[config.mk]
export PLATFORM = sky130hd
export DESIGN_NAME = img2col_patch_reader_flat
export DESIGN_NICKNAME = d
export VERILOG_FILES = /design/src/rtl/img2col_patch_reader_if.sv /design/src/rtl/img2col_patch_reader.sv /design/src/flat_wrapper.sv
export SDC_FILE = /design/constraint.sdc
export NUM_CORES = 1
export LEC_CHECK = 0
export BUFFER_PORTS_ARGS = -buffer_cell sky130_fd_sc_hd__buf_2
export CAP_MARGIN = 40
export CORE_MARGIN = 3
export CORE_UTILIZATION = 60
export CTS_BUF_LIST = sky130_fd_sc_hd__clkbuf_4 sky130_fd_sc_hd__clkbuf_8
export DETAILED_ROUTE_END_ITERATION = 8
export PLACE_DENSITY = 0.89
export SLEW_MARGIN = 30
export SYNTH_ARGS = -nofsm -noshare
export SYNTH_HDL_FRONTEND = slang
export SYNTH_SLANG_ARGS = --single-unit
export TNS_END_PERCENT = 1
[constraint.sdc]
create_clock -name clk -period 5.1 [get_ports clk]
set_input_delay 1.02 -clock clk [delete_from_list [all_inputs] [get_ports clk]]
set_output_delay 1.02 -clock clk [all_outputs]
set_load 0.02 [all_outputs]
[src/rtl/img2col_patch_reader_if.sv]
// Tensor-RAM port A plus patch-stream bundle for img2col_patch_reader.
//   ram_ena/ram_wea/ram_addr : read issue toward the tensor RAM
//   ram_dout                 : RAM read data, valid one cycle after ram_ena
//   m_data/m_valid/m_ready   : patch element stream toward the GEMM feeder
//   m_col_last/m_frame_last  : end-of-column / end-of-frame markers on m_data
// master = patch reader side, slave = RAM model + stream consumer side.
interface img2col_patch_reader_if #(
  parameter int DATA_WIDTH = 8,
  parameter int ADDR_SIZE  = 12
);
  logic                  ram_ena;
  logic                  ram_wea;
  logic [ADDR_SIZE-1:0]  ram_addr;
  logic [DATA_WIDTH-1:0] ram_dout;
  logic [DATA_WIDTH-1:0] m_data;
  logic                  m_valid;
  logic                  m_ready;
  logic                  m_col_last;
  logic                  m_frame_last;

  modport master (
    output ram_ena, ram_wea, ram_addr,
    input  ram_dout,
    output m_data, m_valid, m_col_last, m_frame_last,
    input  m_ready
  );

  modport slave (
    input  ram_ena, ram_wea, ram_addr,
    output ram_dout,
    input  m_data, m_valid, m_col_last, m_frame_last,
    output m_ready
  );
endinterface

[src/rtl/img2col_patch_reader.sv]
// Img2col front end: walks a CHW tensor in tensor RAM and streams the unrolled
// patch matrix, one column of CH*K*K elements per output pixel (kx innermost,
// then ky, c, ox, oy). Pad positions are produced as zero without a RAM read.
// Ports:
//   clk, rst_n  : clock (rising edge), asynchronous active-low reset
//   start       : one-cycle pulse, begins a tensor when idle
//   busy        : high while the frame is being read/drained
//   done        : one-cycle pulse after the final element handshake
//   bus         : RAM read port and valid/ready patch stream (master modport)
module img2col_patch_reader #(
  parameter int DATA_WIDTH = 8,
  parameter int ADDR_SIZE  = 12,
  parameter int IMG_H      = 8,
  parameter int IMG_W      = 8,
  parameter int CH         = 3,
  parameter int K          = 3,
  parameter int STRIDE     = 1,
  parameter int PAD        = 1
) (
  input  logic clk,
  input  logic rst_n,
  input  logic start,
  output logic busy,
  output logic done,
  img2col_patch_reader_if.master bus
);

  localparam int OH = (IMG_H + 2*PAD - K) / STRIDE + 1;
  localparam int OW = (IMG_W + 2*PAD - K) / STRIDE + 1;
  localparam int CW = 16;

  localparam logic [CW-1:0] K_MAX  = CW'(K - 1);
  localparam logic [CW-1:0] C_MAX  = CW'(CH - 1);
  localparam logic [CW-1:0] OX_MAX = CW'(OW - 1);
  localparam logic [CW-1:0] OY_MAX = CW'(OH - 1);

  typedef enum logic [1:0] {S_IDLE, S_RUN, S_DRAIN, S_DONE} state_t;

  state_t state, state_nx;

  logic [CW-1:0] kx, ky, c, ox, oy;
  logic signed [31:0] iy, ix;
  logic in_bounds, col_last, frame_last;
  logic issue, push, pop;

  // Tag pipe: one stage matching the RAM read latency.
  logic inflight, tag_pad, tag_col, tag_frm;

  // Two-entry output FIFO.
  logic [DATA_WIDTH-1:0] fifo_d  [2];
  logic                  fifo_cl [2];
  logic                  fifo_fl [2];
  logic                  wr_ptr, rd_ptr;
  logic [1:0]            count;
  logic [DATA_WIDTH-1:0] push_data;

  // Position decode for the element at the current counters.
  always_comb begin
    iy = $signed(32'(oy)) * STRIDE + $signed(32'(ky)) - PAD;
    ix = $signed(32'(ox)) * STRIDE + $signed(32'(kx)) - PAD;
    in_bounds  = (iy >= 0) && (iy < IMG_H) && (ix >= 0) && (ix < IMG_W);
    col_last   = (kx == K_MAX) && (ky == K_MAX) && (c == C_MAX);
    frame_last = col_last && (ox == OX_MAX) && (oy == OY_MAX);
  end

  assign pop  = (count != 2'd0) && bus.m_ready;
  assign push = inflight;

  // A pop in this cycle frees a slot, so it counts as credit; this keeps one
  // element per cycle flowing while the FIFO occupancy plus the in-flight read
  // never exceeds two.
  assign issue = (state == S_RUN) &&
                 (({1'b0, count} + {2'b0, inflight}) < (3'd2 + {2'b0, pop}));

  assign bus.ram_ena  = issue && in_bounds;
  assign bus.ram_wea  = 1'b0;
  assign bus.ram_addr = bus.ram_ena
                      ? ADDR_SIZE'(($signed(32'(c)) * IMG_H + iy) * IMG_W + ix)
                      : '0;

  assign busy = (state == S_RUN) || (state == S_DRAIN);
  assign done = (state == S_DONE);

  // FSM
  always_ff @(posedge clk or negedge rst_n) begin
    if (!rst_n) state <= S_IDLE;
    else        state <= state_nx;
  end

  always_comb begin
    state_nx = state;
    unique case (state)
      S_IDLE:  if (start) state_nx = S_RUN;
      S_RUN:   if (issue && frame_last) state_nx = S_DRAIN;
      // Leave as the last element is being popped so done follows it directly.
      S_DRAIN: if (!inflight && ((count == 2'd0) || ((count == 2'd1) && pop)))
                 state_nx = S_DONE;
      S_DONE:  state_nx = S_IDLE;
      default: state_nx = S_IDLE;
    endcase
  end

  // Element counters, kx innermost. A full frame wraps all of them back to 0.
  always_ff @(posedge clk or negedge rst_n) begin
    if (!rst_n) begin
      kx <= '0; ky <= '0; c <= '0; ox <= '0; oy <= '0;
    end else if ((state == S_IDLE) && start) begin
      kx <= '0; ky <= '0; c <= '0; ox <= '0; oy <= '0;
    end else if (issue) begin
      if (kx != K_MAX) begin
        kx <= kx + 1'b1;
      end else begin
        kx <= '0;
        if (ky != K_MAX) begin
          ky <= ky + 1'b1;
        end else begin
          ky <= '0;
          if (c != C_MAX) begin
            c <= c + 1'b1;
          end else begin
            c <= '0;
            if (ox != OX_MAX) begin
              ox <= ox + 1'b1;
            end else begin
              ox <= '0;
              oy <= (oy != OY_MAX) ? oy + 1'b1 : '0;
            end
          end
        end
      end
    end
  end

  // Tag pipe
  always_ff @(posedge clk or negedge rst_n) begin
    if (!rst_n) begin
      inflight <= 1'b0;
      tag_pad  <= 1'b0;
      tag_col  <= 1'b0;
      tag_frm  <= 1'b0;
    end else begin
      inflight <= issue;
      tag_pad  <= issue && !in_bounds;
      tag_col  <= issue && col_last;
      tag_frm  <= issue && frame_last;
    end
  end

  assign push_data = tag_pad ? '0 : bus.ram_dout;

  // Output FIFO
  always_ff @(posedge clk or negedge rst_n) begin
    if (!rst_n) begin
      for (int unsigned i = 0; i < 2; i++) begin
        fifo_d[i]  <= '0;
        fifo_cl[i] <= 1'b0;
        fifo_fl[i] <= 1'b0;
      end
      wr_ptr <= 1'b0;
      rd_ptr <= 1'b0;
      count  <= '0;
    end else begin
      if (push) begin
        fifo_d[wr_ptr]  <= push_data;
        fifo_cl[wr_ptr] <= tag_col;
        fifo_fl[wr_ptr] <= tag_frm;
        wr_ptr          <= ~wr_ptr;
      end
      if (pop) rd_ptr <= ~rd_ptr;
      unique case ({push, pop})
        2'b10:   count <= count + 2'd1;
        2'b01:   count <= count - 2'd1;
        default: count <= count;
      endcase
    end
  end

  assign bus.m_valid      = (count != 2'd0);
  assign bus.m_data       = bus.m_valid ? fifo_d[rd_ptr]  : '0;
  assign bus.m_col_last   = bus.m_valid ? fifo_cl[rd_ptr] : 1'b0;
  assign bus.m_frame_last = bus.m_valid ? fifo_fl[rd_ptr] : 1'b0;

endmodule
[src/flat_wrapper.sv]
// flat-port wrapper written by rule: the top's interface ports become plain ports
module img2col_patch_reader_flat 
#(
  parameter int DATA_WIDTH = 8,
  parameter int ADDR_SIZE  = 12,
  parameter int IMG_H      = 8,
  parameter int IMG_W      = 8,
  parameter int CH         = 3,
  parameter int K          = 3,
  parameter int STRIDE     = 1,
  parameter int PAD        = 1
)
  (clk, rst_n, start, busy, done, bus_ram_ena, bus_ram_wea, bus_ram_addr, bus_ram_dout, bus_m_data, bus_m_valid, bus_m_col_last, bus_m_frame_last, bus_m_ready);
  img2col_patch_reader_if #(.DATA_WIDTH(DATA_WIDTH), .ADDR_SIZE(ADDR_SIZE)) bus_i ();
  input  logic clk;
  input  logic rst_n;
  input  logic start;
  output logic busy;
  output logic done;
  output wire logic [$bits(bus_i.ram_ena)-1:0] bus_ram_ena;
  output wire logic [$bits(bus_i.ram_wea)-1:0] bus_ram_wea;
  output wire logic [$bits(bus_i.ram_addr)-1:0] bus_ram_addr;
  input wire logic [$bits(bus_i.ram_dout)-1:0] bus_ram_dout;
  output wire logic [$bits(bus_i.m_data)-1:0] bus_m_data;
  output wire logic [$bits(bus_i.m_valid)-1:0] bus_m_valid;
  output wire logic [$bits(bus_i.m_col_last)-1:0] bus_m_col_last;
  output wire logic [$bits(bus_i.m_frame_last)-1:0] bus_m_frame_last;
  input wire logic [$bits(bus_i.m_ready)-1:0] bus_m_ready;
  assign bus_ram_ena = bus_i.ram_ena;
  assign bus_ram_wea = bus_i.ram_wea;
  assign bus_ram_addr = bus_i.ram_addr;
  assign bus_i.ram_dout = bus_ram_dout;
  assign bus_m_data = bus_i.m_data;
  assign bus_m_valid = bus_i.m_valid;
  assign bus_m_col_last = bus_i.m_col_last;
  assign bus_m_frame_last = bus_i.m_frame_last;
  assign bus_i.m_ready = bus_m_ready;
  img2col_patch_reader #(.DATA_WIDTH(DATA_WIDTH), .ADDR_SIZE(ADDR_SIZE), .IMG_H(IMG_H), .IMG_W(IMG_W), .CH(CH), .K(K), .STRIDE(STRIDE), .PAD(PAD)) u_core (.clk(clk), .rst_n(rst_n), .start(start), .busy(busy), .done(done), .bus(bus_i));
endmodule
### Yosys cells after proc, flatten, opt, wreduce, memory -nomap -nowiden

Cells that the tools add are included.
Widths: inputs -> output; s select.

* bits in registers: 110
* bits of input ports: 12
* word-level logic and storage cells: 151

* add/subtract/negate cells: 15
* $lt $le $gt $ge: 8
* equal/unequal tests: 23
* mux-type cells: 51
* bitwise logic cells: 4
* reduce and logical (&&, ||, !) cells: 31

Operators with widths (number)
* $mux 16: 25
* $add 16x1->16 const B: 5
* $ge 32x1->1 const B: 2
* $lt 32x5->1 const B: 2
* $eq 16x2->1 const B: 3
* $mux 8: 6
* $ne 16x2->1 const B: 3
* $sub 17x1->18 const B: 2
* $add 16x16->17: 2
* $eq 16x3->1 const B: 2
* $ne 16x3->1 const B: 2
* $logic_and 1x1->1: 17
* $bwmux 16: 1
* $add 12x12->12: 1
* $mux 12: 1
* $add 9x9->9: 1
* $mux 1: 9
* $demux 8 s1: 1
* $ne 2x1->1 const B: 4
* $pmux 2 s4: 1
* $eq 2x1->1 const B: 3
* $eq 2x2->1 const B: 3
* $mux 2: 3
* $ne 2x2->1 const B: 3
* 20 further kinds: 30

### Logic depth before layout (Yosys ltp)

* depth after elaboration: 8
* depth in mapped cells: 19

### Least setup slack after synthesis

Ideal clock, no wire load.

* path type: reg2out
* from: register u_core.kx[1]
* to: output bus_ram_addr[7]
* arrival: 3.728 ns
* path slack: 0.352 ns
* cell stages (with the launch flop): 14
* path through: dfrtp_1 > inv_1 > ha_1 > inv_1 > ha_1 > fa_1 > a21o_1 > a221oi_4 > mux2_2 > nor4_1 > o2111ai_1 > or4b_1 > buf_2 > nor4_2

* word-level cells in the longest chain between the ends: 7
* elaborated cells between the ends (all ways): 9
* those cells by class: add/sub (3); order compare (2); mux (1); reduce/logical (3)

Ends and longest elaborated chain
* start, declared: RTL line img2col_patch_reader.sv:41 `logic [CW-1:0] kx, ky, c, ox, oy;`
* start signal, assigned: RTL line img2col_patch_reader.sv:111 `kx <= kx + 1'b1;`
* $add 16x16->17 *: RTL line img2col_patch_reader.sv:60 `ix = $signed(32'(ox)) * STRIDE + $signed(32'(kx)) - PAD;`
* $sub 17x1->18 *: RTL line img2col_patch_reader.sv:60
* $ge 32x1->1: RTL line img2col_patch_reader.sv:61 `in_bounds = (iy >= 0) && (iy < IMG_H) && (ix >= 0) && (ix < IMG_W);`
* $logic_and 1x1->1 (2 in a row): RTL line img2col_patch_reader.sv:61
* $logic_and 1x1->1: RTL line img2col_patch_reader.sv:75 `assign bus.ram_ena = issue && in_bounds;`
* $mux 12 *: RTL line img2col_patch_reader.sv:78 `? ADDR_SIZE'(($signed(32'(c)) * IMG_H + iy) * IMG_W + ix)`
* end, declared: RTL line flat_wrapper.sv:22 `output wire logic [$bits(bus_i.ram_addr)-1:0] bus_ram_addr;`

Every way passes the cells marked *; elsewhere a longest branch is shown, timed or not.

### Final worst setup path

* from: register u_core.oy[5]
* to: output bus_ram_addr[11]

* word-level cells in the longest chain between the ends: 8
* elaborated cells between the ends (all ways): 11
* those cells by class: add/sub (4); order compare (2); mux (1); reduce/logical (4)

Ends and longest elaborated chain
* start, declared: RTL line img2col_patch_reader.sv:41
* start signal, assigned: RTL line img2col_patch_reader.sv:126 `oy <= (oy != OY_MAX) ? oy + 1'b1 : '0;`
* $add 16x16->17 *: RTL line img2col_patch_reader.sv:59 `iy = $signed(32'(oy)) * STRIDE + $signed(32'(ky)) - PAD;`
* $sub 17x1->18 *: RTL line img2col_patch_reader.sv:59
* branches (longest 5 deep; another with $add 12x12->12)
* $mux 12 *: RTL line img2col_patch_reader.sv:78

Mark *: on every way between the ends.

==> impl_metrics.py <==
metrics = {
    "outcome": {
        "violations": "negative setup slack",
        "status": "finished with violations",
    },
    "floorplanning": {
        "dieArea_mm2": 0.0160,
        "die_y_um": 126,
        "io_pins": 39,
        "start_util_pct": 62.0,
        "rows": 43,
        "core-area_mm2": 0.0140,
        "die_w_um": 126,
    },
    "clock_tree": {
        "root_buffer": "clkbuf_8",
        "cts.reportedPaths.clkPinSlew_ns": 0.13,
        "clock_latency_ns": 0.43,
        "clockBufferDepth": 2,
        "numClockSinks": 110,
        "cts_tree": "done",
        "htree_levels": 3,
        "numCtsBuffers": 9,
        "hold_buffers": 0,
    },
    "grt": {
        "grtUsageTotal_pct": 27.0,
        "antenna_found_initial": 0,
        "grt_pass1_wl_um": 35600,
        "grt_remaining_overflow": 0,
        "grt_pass1_vias": 7497,
        "grt_max_degree": 44,
    },
    "sta": {
        "finalHoldViolations": 0,
        "fin_skew_ns": 0.0151,
        "fin_crit_ns": 5.61,
        "slew_headroom_pct": 45.7,
        "setup_viol": 13,
        "fmax_ghz": 0.178,
        "rsz0062_at_grt": "yes",
        "worst_pin_slew_ns": 0.794,
        "period_share_pct": 110,
        "drv_slew": 0,
        "worst_slack_ns": -0.510,
    },
    "worst_hold_path": {
        "hold_end": "u_core.fifo_d[10]",
        "holdCritPathClass": "reg2reg",
        "min_from": "u_core.fifo_d[10]",
        "min_path_cells": 2,
    },
    "drt": {
        "vias": 8620,
        "wl_per_cell_um": 20.3,
        "wl_um": 26600,
        "dr.pass1.iters": 8,
        "drtIter0Drc": 1112,
        "drtAntennaViolNets": 0,
        "drt-vias-per-instance": 6.57,
        "drc_errors": 0,
    },
    "placement": {
        "dpl.cell_count": 1269,
        "io_buffers": 37,
        "gp_congestion": 0.909,
        "place.detailed.hpwl_um": 15800,
    },
    "run": {
        "maxCapViolCount": 0,
    },
    "worst_setup_path": {
        "critPathMaxFanout": 6,
        "r2r_slack_ns": 1.01,
        "r2r_start": "u_core.count[0]",
        "r2r_end": "u_core.oy[9]",
        "worstPathRequired_ns": 4.08,
        "cp-end-kind": "output pin",
        "cp.arrival_ns": 4.59,
        "critical_path_class": "reg2out",
        "worstRegToRegCells": 9,
        "start_kind": "flip-flop",
    },
    "yosys": {
        "synth_edf_count": 0,
        "syn_nets": 1174,
        "syn_area_mm2": 0.00870,
        "synth_cells": 1065,
        "syn_area_per_cell_um2": 8.17,
        "seq_area_frac_synth_pct": 31.6,
        "yosys.area.top_type_share_pct": 31.6,
        "yosys.area.top_type": "dfrtp_1",
        "synthArstFlopShare_pct": 100,
        "yosys_warnings": 0,
        "ys_seq_elements": 110,
        "synthTopCellsByCount": "inv_1 (150), dfrtp_1 (110), nor2_1 (102)",
        "synth_flop_cell": "dfrtp_1",
        "yosysMostFrequentCell": "inv_1",
        "synth_area_leaders": "dfrtp_1 (32%), ha_1 (13%), inv_1 (6.5%)",
        "synth_cell_types": 70,
    },
    "layout": {
        "final_layout_size_suffix_gt1_share_pct": 16.6,
        "area_delta_synth_final_pct": 14.9,
        "finish.net_count": 1237,
        "final_util_pct": 71.3,
        "antenna_cells": 0,
        "finalNonFillerCells": 1313,
    },
}
## cell families after synthesis
kind of cell,share of synthesized area (%)
other,0.0431
muxes,2.56
AOI/OAI and AO/OA,13.8
adders and majority gates,14.3
and+or+nand+nor,22.1
DFF,31.6
buffers and inverters,7.93
xor gates and xnor gates,7.65
## placed cells by master, fill, tap and decap left out, types with 33 or more instances in the layout
cell type  synthesis  layout
nand3_1           34      33
o21ai_0           81      80
xnor2_1           57      51
a21oi_1           46      37
inv_1            150     143
buf_4              2      50
nor2_1           102     100
dfrtp_1          110     107
nand2_1           98      97
ha_1              93      81
## per-layer routing
metal	up-vias	share of wire [%]	wire (um)	track usage, %
met5	-	0	0	0
met4	0	7.3	1940	11.1
met3	221	11	2910	6.36
met2	683	45	12100	44.0
met1	3973	36	9720	34.6
li1	3743	-	-	-
## critical path, cell delays in order, from the launching register on
cell and delay [ns]:
dfrtp_1 0.49, inv_1 0.10, ha_1 0.30, inv_1 0.05
ha_1 0.42, nand4_1 0.29, nand2_2 0.24, xor2_2 0.29
ha_4 0.28, inv_1 0.10, nor2_1 0.06, nor2_1 0.16
xnor2_1 0.11, ha_2 0.24, nor4_4 0.42, nor3_2 0.12
xnor2_2 0.19, nor3_4 0.16, buf_6 0.14
## how the worst max path moves through the flow
stage | startpoint | to | cells after the start
finish | u_core.oy[5] | bus_ram_addr[11] | 18
global route | u_core.oy[5] | bus_ram_addr[11] | 18
CTS | u_core.ky[1] | bus_ram_addr[11] | 17
detailed placement | u_core.ky[1] | bus_ram_addr[11] | 18
global placement | u_core.ox[1] | bus_ram_addr[11] | 13
floorplan | u_core.kx[1] | bus_ram_addr[7] | 13
## state kept, by name, summed over array words and instances (netlist names), 2 cells and up
signal,count
u_core.count,2
u_core.fifo_d,16
u_core.c,16
u_core.fifo_cl,2
u_core.ky,16
u_core.kx,16
u_core.fifo_fl,2
u_core.ox,16
u_core.oy,16
u_core.state,2
## metrics by stage
step,area (um2),setup TNS [ns],hold slack [ns],setup slack [ns]
finish,10000,-3.06,0.497,-0.510
detailed placement,9120,0,0.472,0.0395
floorplan,8700,0,0.449,0.352
global placement,9100,0,0.462,0.167
CTS,9540,-0.443,0.500,-0.127
global route,10000,-3.75,0.532,-0.532
## layout make-up
class | count | area (um2)
Sequential cell | 110 | 2760
Tap cell | 180 | 225
Clock inverter | 7 | 81.3
Timing Repair Buffer | 81 | 579
Multi-Input combinational cell | 776 | 5680
Inverter | 150 | 563
Fill cell | 930 | 4040
Clock buffer | 9 | 124
## what timing repair did
action	CTS	global route
buffers inserted	11	16
hold endpoints to repair	0	0
pin swaps	12	31
gates resized for setup	32	66
endpoints found under the setup margin	13	13
Power is not shown: default switching activity piles up to over one toggle a cycle in this logic, so the estimate is an artifact.
